**src/rtl/pipe_hazard_ctrl.sv**
```systemverilog
// Hazard controller for a 5-stage pipeline: memory-wait stalls, branch flushes,
// load-use stalls and EX operand forwarding. Define PIPE_HAZARD_STALL_CNT_EN to add the stall_cnt port.

module pipe_hazard_ctrl (
    input  logic        clk,
    input  logic        rst_n,
    input  logic [2:0]  id_rs,
    input  logic [2:0]  id_rt,
    input  logic        id_uses_rt,
    input  logic [2:0]  ex_rs,
    input  logic [2:0]  ex_rt,
    input  logic        idex_memRead,
    input  logic [2:0]  idex_rd,
    input  logic        exmem_memRead,
    input  logic        exmem_memWrite,
    input  logic        exmem_regWrite,
    input  logic [2:0]  exmem_rd,
    input  logic        memwb_regWrite,
    input  logic [2:0]  memwb_rd,
    input  logic        ex_branch_taken,
    input  logic        mem_ready,
    output logic        pc_en,
    output logic        ifid_en,
    output logic        idex_en,
    output logic        exmem_en,
    output logic        ifid_flush,
    output logic        idex_flush,
    output logic        memwb_bubble,
    output logic        mem_timeout,
    output logic [1:0]  fwd_a,
    output logic [1:0]  fwd_b,
    output logic [1:0]  state_o
`ifdef PIPE_HAZARD_STALL_CNT_EN
    ,
    output logic [15:0] stall_cnt
`endif
);

    typedef enum logic [1:0] {
        ST_RUN      = 2'b00,
        ST_MEM_WAIT = 2'b01,
        ST_FLUSH    = 2'b10,
        ST_ILLEGAL  = 2'b11
    } state_t;

    state_t     state_q, state_d;
    logic [3:0] wait_cnt_q, wait_cnt_d;
    logic       timeout_q, timeout_d;

    logic mem_busy, load_use;
    logic hz_pc_en, hz_ifid_en, hz_idex_en, hz_exmem_en;
    logic hz_ifid_flush, hz_idex_flush, hz_bubble;

    always_comb begin
        mem_busy = (exmem_memRead | exmem_memWrite) & ~mem_ready;
        load_use = idex_memRead & ((idex_rd == id_rs) | (id_uses_rt & (idex_rd == id_rt)));

        hz_pc_en      = 1'b1;
        hz_ifid_en    = 1'b1;
        hz_idex_en    = 1'b1;
        hz_exmem_en   = 1'b1;
        hz_ifid_flush = 1'b0;
        hz_idex_flush = 1'b0;
        hz_bubble     = 1'b0;
        state_d       = ST_RUN;
        wait_cnt_d    = 4'd0;

        if (mem_busy) begin
            hz_pc_en    = 1'b0;
            hz_ifid_en  = 1'b0;
            hz_idex_en  = 1'b0;
            hz_exmem_en = 1'b0;
            hz_bubble   = 1'b1;
            state_d     = ST_MEM_WAIT;
            if (state_q == ST_MEM_WAIT)
                wait_cnt_d = (wait_cnt_q == 4'hF) ? 4'hF : wait_cnt_q + 4'd1;
        end else if (ex_branch_taken) begin
            hz_ifid_flush = 1'b1;
            hz_idex_flush = 1'b1;
            state_d       = ST_FLUSH;
        end else if (load_use && (state_q == ST_RUN)) begin
            // Hold IF/ID and turn the ID->EX slot into a bubble until the load result exists
            hz_pc_en      = 1'b0;
            hz_ifid_en    = 1'b0;
            hz_idex_flush = 1'b1;
        end

        if (state_q == ST_ILLEGAL)
            state_d = ST_RUN;

        // wait_cnt_d counts this cycle too, so the flag rises in the same cycle the count hits 15
        timeout_d = timeout_q | ((state_q == ST_MEM_WAIT) & mem_busy & (wait_cnt_d == 4'hF));
    end

    always_ff @(posedge clk or negedge rst_n) begin
        if (!rst_n) begin
            state_q    <= ST_RUN;
            wait_cnt_q <= 4'd0;
            timeout_q  <= 1'b0;
        end else begin
            state_q    <= state_d;
            wait_cnt_q <= wait_cnt_d;
            timeout_q  <= timeout_d;
        end
    end

    assign pc_en        = rst_n & hz_pc_en;
    assign ifid_en      = rst_n & hz_ifid_en;
    assign idex_en      = rst_n & hz_idex_en;
    assign exmem_en     = rst_n & hz_exmem_en;
    assign ifid_flush   = ~rst_n | hz_ifid_flush;
    assign idex_flush   = ~rst_n | hz_idex_flush;
    assign memwb_bubble = ~rst_n | hz_bubble;
    assign mem_timeout  = rst_n & timeout_d;
    assign state_o      = state_q;

    logic [2:0] fwd_src [2];
    logic [1:0] fwd_sel [2];

    assign fwd_src[0] = ex_rs;
    assign fwd_src[1] = ex_rt;

    // A load in EX/MEM has no data yet, so it cannot be the newest forwarding source
    generate
        for (genvar gi = 0; gi < 2; gi++) begin : g_fwd
            assign fwd_sel[gi] = !rst_n ? 2'b00 :
                (exmem_regWrite & ~exmem_memRead & (exmem_rd == fwd_src[gi])) ? 2'b10 :
                (memwb_regWrite & (memwb_rd == fwd_src[gi]))                  ? 2'b01 :
                                                                                 2'b00;
        end
    endgenerate

    assign fwd_a = fwd_sel[0];
    assign fwd_b = fwd_sel[1];

`ifdef PIPE_HAZARD_STALL_CNT_EN
    logic [15:0] stall_cnt_q;

    always_ff @(posedge clk or negedge rst_n) begin
        if (!rst_n)
            stall_cnt_q <= 16'd0;
        else if (!hz_pc_en && (stall_cnt_q != 16'hFFFF))
            stall_cnt_q <= stall_cnt_q + 16'd1;
    end

    assign stall_cnt = stall_cnt_q;
`endif

endmodule

```
**config.mk**
```make
export PLATFORM = sky130hd
export DESIGN_NAME = pipe_hazard_ctrl
export DESIGN_NICKNAME = d
export VERILOG_FILES = /design/src/rtl/pipe_hazard_ctrl.sv
export SDC_FILE = /design/constraint.sdc
export NUM_CORES = 1
export LEC_CHECK = 0
export ABC_AREA = 0
export ABC_CLOCK_PERIOD_IN_PS = 2000
export BUFFER_PORTS_ARGS = -buffer_cell sky130_fd_sc_hd__buf_2
export CAP_MARGIN = 20
export CORE_UTILIZATION = 40
export CTS_CLUSTER_SIZE = 8
export DETAILED_ROUTE_END_ITERATION = 7
export GPL_ROUTABILITY_DRIVEN = 0
export PLACE_DENSITY = 0.89
export SYNTH_ARGS = -nofsm -noshare
export SYNTH_HDL_FRONTEND = slang
export SYNTH_SLANG_ARGS = --single-unit
```
**constraint.sdc**
```tcl
create_clock -name clk -period 2 [get_ports clk]
set_clock_uncertainty 0.2 [all_clocks]
set_input_delay 0.1 -clock clk [delete_from_list [all_inputs] [get_ports clk]]
set_output_delay 0.1 -clock clk [all_outputs]
set_load 0.02 [all_outputs]
```
# Word-level counts from Yosys, hierarchy flattened
# Cells that the tools add are included.
[classes]
addsub = 1
n_mul = 0
div = 0
n_lt_le_gt_ge = 0
n_eq_ne = 10
shift = 0
n_mux = 22
bitwise = 22
reduce_logical = 2
[op_table]
columns = ["operator", "n"]
rows = [
  ["== test 3 bit", 6],
  ["2-to-1 mux 2 bit", 7],
  ["bitwise AND 1 bit", 13],
  ["2-to-1 mux 1 bit", 12],
  ["2-to-1 mux 4 bit", 3],
  ["== test 4 bit, second input constant", 2],
  ["OR 1 bit", 6],
  ["adder 4 x 1 -> 4 bit, second input constant", 1],
  ["NOT 1 bit", 3],
  ["== test 2 x 1 -> 1 bit, second input constant", 1],
  ["== test 2 bit, second input constant", 1],
  ["zero test 2 bit", 1],
  ["logical AND 1 bit", 1],
]
[word_totals]
register_bits = 7
latch_bits = 0
ramBits = 0
rom_bits = 0
inputBits = 31
word_cells = 60
n_memories = 0

# Depth between registers and ports, before layout
[logic_depth]
depth_word = 9
ltp_mapped = 5
depth_no_buf = 5

# Worst setup path after synthesis
# OpenSTA, ideal clock, no wires.
[synth_timing]
kind = "register to output"
startpoint = "register state_q[0], in the netlist state_o[0]"
endpoint = "output port mem_timeout"
t_arrival_ns = 1.348
setup_slack_ns = 0.352
path_stages_with_launch = 4
path_buffers = 0
path_cell_list = "dfrtp_1 -> or3b_4 -> a211oi_4 -> o211a_1"
[synth_between]
elab_chain_len = 7
word_cells_on_any_way = 8
[synth_rtl]
columns = ["item", "line", "rtl"]
rows = [
  ["start, declared", "46", "state_t state_q, state_d;"],
  ["start signal, assigned", "101", "state_q <= state_d;"],
  ["== test 2 x 1 -> 1 bit", "75", "if (state_q == ST_MEM_WAIT)"],
  ["2-to-1 mux 4 bit", "75", ""],
  ["2-to-1 mux 4 bit", "68", "if (mem_busy) begin"],
  ["via wait_cnt_d[3]", "47", "logic [3:0] wait_cnt_q, wait_cnt_d;"],
  ["== test 4 bit", "92", "timeout_d = timeout_q | ((state_q == ST_MEM_WAIT) & mem_busy & (wait_cnt_d == 4'hF));"],
  ["bitwise AND 1 bit", "92", ""],
  ["OR 1 bit", "92", ""],
  ["bitwise AND 1 bit", "114", "assign mem_timeout = rst_n & timeout_d;"],
  ["end, declared", "29", "output logic mem_timeout,"],
]
# The timed path passes the listed nets, and every way through them passes these cells.

# Worst setup path in the final report
[layout_timing]
startpoint = "register wait_cnt_q[1]"
endpoint = "output port mem_timeout"
[layout_between]
elab_chain_len = 8
word_cells_on_any_way = 9
[layout_rtl]
columns = ["item", "line", "rtl"]
rows = [
  ["start, declared", "47", ""],
  ["start signal, assigned", "102", "wait_cnt_q <= wait_cnt_d;"],
  ["adder 4 x 1 -> 4 bit or == test 4 bit (tied branches)", "76", "wait_cnt_d = (wait_cnt_q == 4'hF) ? 4'hF : wait_cnt_q + 4'd1;"],
  ["2-to-1 mux 4 bit (*)", "76", ""],
  ["2-to-1 mux 4 bit (*)", "75", ""],
  ["2-to-1 mux 4 bit (*)", "68", ""],
  ["== test 4 bit (*)", "92", ""],
  ["bitwise AND 1 bit (*)", "92", ""],
  ["OR 1 bit (*)", "92", ""],
  ["bitwise AND 1 bit (*)", "114", ""],
]
# Every way passes the cells marked *; elsewhere a longest branch is shown, timed or not.

==> impl_metrics.py <==
metrics = {
    "logic_synthesis": {
        "yosys_warnings": 0,
        "synthSimpleGateAreaFrac": 0.2031,
        "synth.area.top_cells": "dfrtp_1 27%, xor2_1 18%, xnor2_1 6.8%, a21oi_1 3.9%, nor4_1 3.9%",
        "yosysSeqAreaShare": 0.2708,
        "async_reset_ff_frac": 1.000,
        "synthCells": 72,
        "synthDistinctLibCells": 29,
        "synth_fa_ha_area_frac": 0.01934,
        "synth_top_family_by_area": "XOR/XNOR gates",
        "ys.flop_type": "dfrtp_1",
        "synthXorXnorAreaFrac": 0.2437,
        "synth_largest_area_cell": "dfrtp_1",
        "ys_seq_elements": 7,
        "syn_nets": 104,
        "synth_area_um2": 646.9,
        "synth_compound_area_frac": 0.2012,
        "synth_edf_count": 0,
        "avgSynthCellArea_um2": 8.984,
        "netlist.area_leader.share": 0.2708,
        "synth_mux_area_frac": 0.01547,
    },
    "place": {
        "placed_cells": 130,
        "portBuffers": 44,
        "placed_cell_area_um2": 872.1,
        "dpl.hpwl_um": 1253,
    },
    "clock_network": {
        "cts_htree_levels": 1,
        "cts_tree": "done",
        "cts_buffers": 3,
        "clock_sinks": 7,
        "clk_latency_ns": 0.26,
        "path_clk_slew_ns": 0.06,
        "cts-root-buf": "clkbuf_4",
        "ctsLongestPathBuffers": 2,
    },
    "sta": {
        "finalMaxSlewViolations": 0,
        "fin_tns_setup_ns": 0,
        "finalCritPeriodShare": 0.9748,
        "tightest_slew_ns": 0.3626,
        "hold_slack_ns": 0.04496,
        "finalWorstPathRequiredPeriod_ns": 1.950,
        "max_clock_freq_mhz": 512.9,
        "hold_violations": 0,
        "maxSlewHeadroom": 0.7560,
        "final-setup-viol-count": 0,
    },
    "global_route": {
        "grt_pass1_wl_um": 2573,
        "antenna_found_initial": 0,
        "grt_pass1_vias": 654,
        "grtUsageTotal": 0.1842,
        "grt-ovfl-total": 0,
        "grt_max_degree": 15,
    },
    "routing": {
        "avgViaCountPerCell": 5.129,
        "drt_pass1_iterations": 3,
        "drt_iter0_markers": 8,
        "drc": 0,
        "dr_total_vias": 718,
        "ant_nets": 0,
        "wire_per_inst_um": 11.84,
        "routed_wl_um": 1657,
    },
    "power_and_ir_drop": {
        "total_power_uw": 430.8,
        "powerDensity_nw_per_um2": 437.5,
        "p_leak_nw": 0.5149,
        "ir_drop_v": 0.0004355,
    },
    "cells_and_area": {
        "final_cell_mix": "43 x buf_2, 13 x xor2_1, 7 x dfrtp_1, 5 x xnor2_1",
        "syn_to_final_growth_pct": 52.22,
        "drive_gt1_frac": 0.4677,
        "mostFrequentLayoutCell": "buf_2",
        "area.sequential_um2": 175.2,
        "instances_no_fill": 140,
        "design_area_um2": 984.7,
        "multiInputGateArea_um2": 469.2,
        "nFillCells": 121,
        "nets": 157,
        "antenna_cells": 0,
    },
    "critical_path": {
        "timing.rr.start": "wait_cnt_q[0]",
        "rrSetupSlack_ns": 0.47,
        "crit_buf_inv": 1,
        "cp_max_fo": 3,
        "path_delay_family": "flip-flops",
        "path_cells": "ha_4 -> nor3b_4 -> a21oi_2 -> o21ai_1 -> o211a_1 -> buf_4",
        "cp.required_ns": 1.70,
        "reg2reg_to": "timeout_q",
        "critPathArrivalTime_ns": 1.65,
        "path_class": "reg -> out",
        "cpMaxStageDelayCell": "dfrtp_1",
        "ff2ff_path_depth": 5,
        "critPathMaxStageDelay_ns": 0.43,
        "crit_path_end_kind": "output port",
        "start_kind": "flip-flop",
    },
    "die": {
        "die_area_um2": 1782,
        "fp.dieW_um": 42.22,
        "core_um2": 1506,
        "die_y_um": 42.22,
        "rows": 14,
        "ios": 45,
        "start_util": 0.4294,
    },
    "min_path": {
        "hold_path_class": "in -> async",
    },
    "status": {
        "outcome": "complete, no violations",
    },
    "flow_run": {
        "max_cap_violations": 0,
    },
}
## per-layer routing
layer,vias up,part of all wire,GRT usage
met2,33,0.49,0.3231
li1,357,-,-
met1,326,0.43,0.2186
met5,-,0,0
met3,2,0.069,0.03448
met4,0,0.0097,0.07500
## through the flow
step,setup WS (ns),utilization
2_1_floorplan,0.3522,-
3_3_place_gp,0.2896,0.5789
3_5_place_dp,0.2145,0.5789
4_1_cts,0.02261,0.6321
5_1_grt,-0.02026,0.6537
6_report,0.05032,0.6537
## worst register-to-register path, cell delays in order, from the launching register on
cell and delay (ns):
dfrtp_1 0.42, ha_4 0.26, nor3b_4 0.15, a21oi_2 0.13, mux2i_1 0.09, a21o_1 0.17
## layout make-up
class | count | share of cell area
Clock buffer | 3 | 0.02287
Sequential cell | 7 | 0.1779
Inverter | 4 | 0.01525
Multi-Input combinational cell | 59 | 0.4765
Clock inverter | 1 | 0.005083
Timing Repair Buffer | 50 | 0.2821
Tap cell | 16 | 0.02033
## cells by family (layout without fill, tap and decap cells)
group,after synthesis,in the layout
and+or+nand+nor,24,24
xor gates and xnor gates,18,18
AOI/OAI and AO/OA,15,15
buffers and inverters,6,58
DFF,7,7
adders and majority gates,1,1
muxes,1,1
## cells in the mapped netlist, types with 2 or more instances
master and number:
xor2_1 13, a21oi_1 5, xnor2_1 5, buf_4 2, nand2_1 4, dfrtp_1 7
inv_1 4, nor4_1 4, and2_1 2, nor2_1 4, nand3_1 4
## where the power goes
group          switching [mW]  internal (mW)
clock network          0.0582         0.0734
registers             0.00479          0.146
logic                  0.0780         0.0708
## repair_timing
action / CTS / global route
setup buffers: 1 / 1
setup endpoints to repair: 1 / 1
hold endpoints to repair: 9 / 0
pin swaps: 0 / 1
hold buffers: 4 / 0
resized for setup: 1 / 6
## flip-flops by register name, summed over array words and instances (netlist names)
register	cells
state_o	2
timeout_q	1
wait_cnt_q	4
## worst max path at each step
stage             startpoint     endpoint  slack (ns)  cells after the start
2_1_floorplan     state_o[0]  mem_timeout        0.35                      3
3_3_place_gp   wait_cnt_q[0]  mem_timeout        0.29                      6
3_5_place_dp   wait_cnt_q[0]  mem_timeout        0.21                      6
4_1_cts        wait_cnt_q[1]  mem_timeout        0.02                      6
5_1_grt        wait_cnt_q[1]  mem_timeout       -0.02                      6
6_report       wait_cnt_q[1]  mem_timeout        0.05                      6
(Power assumes the default switching activity.)
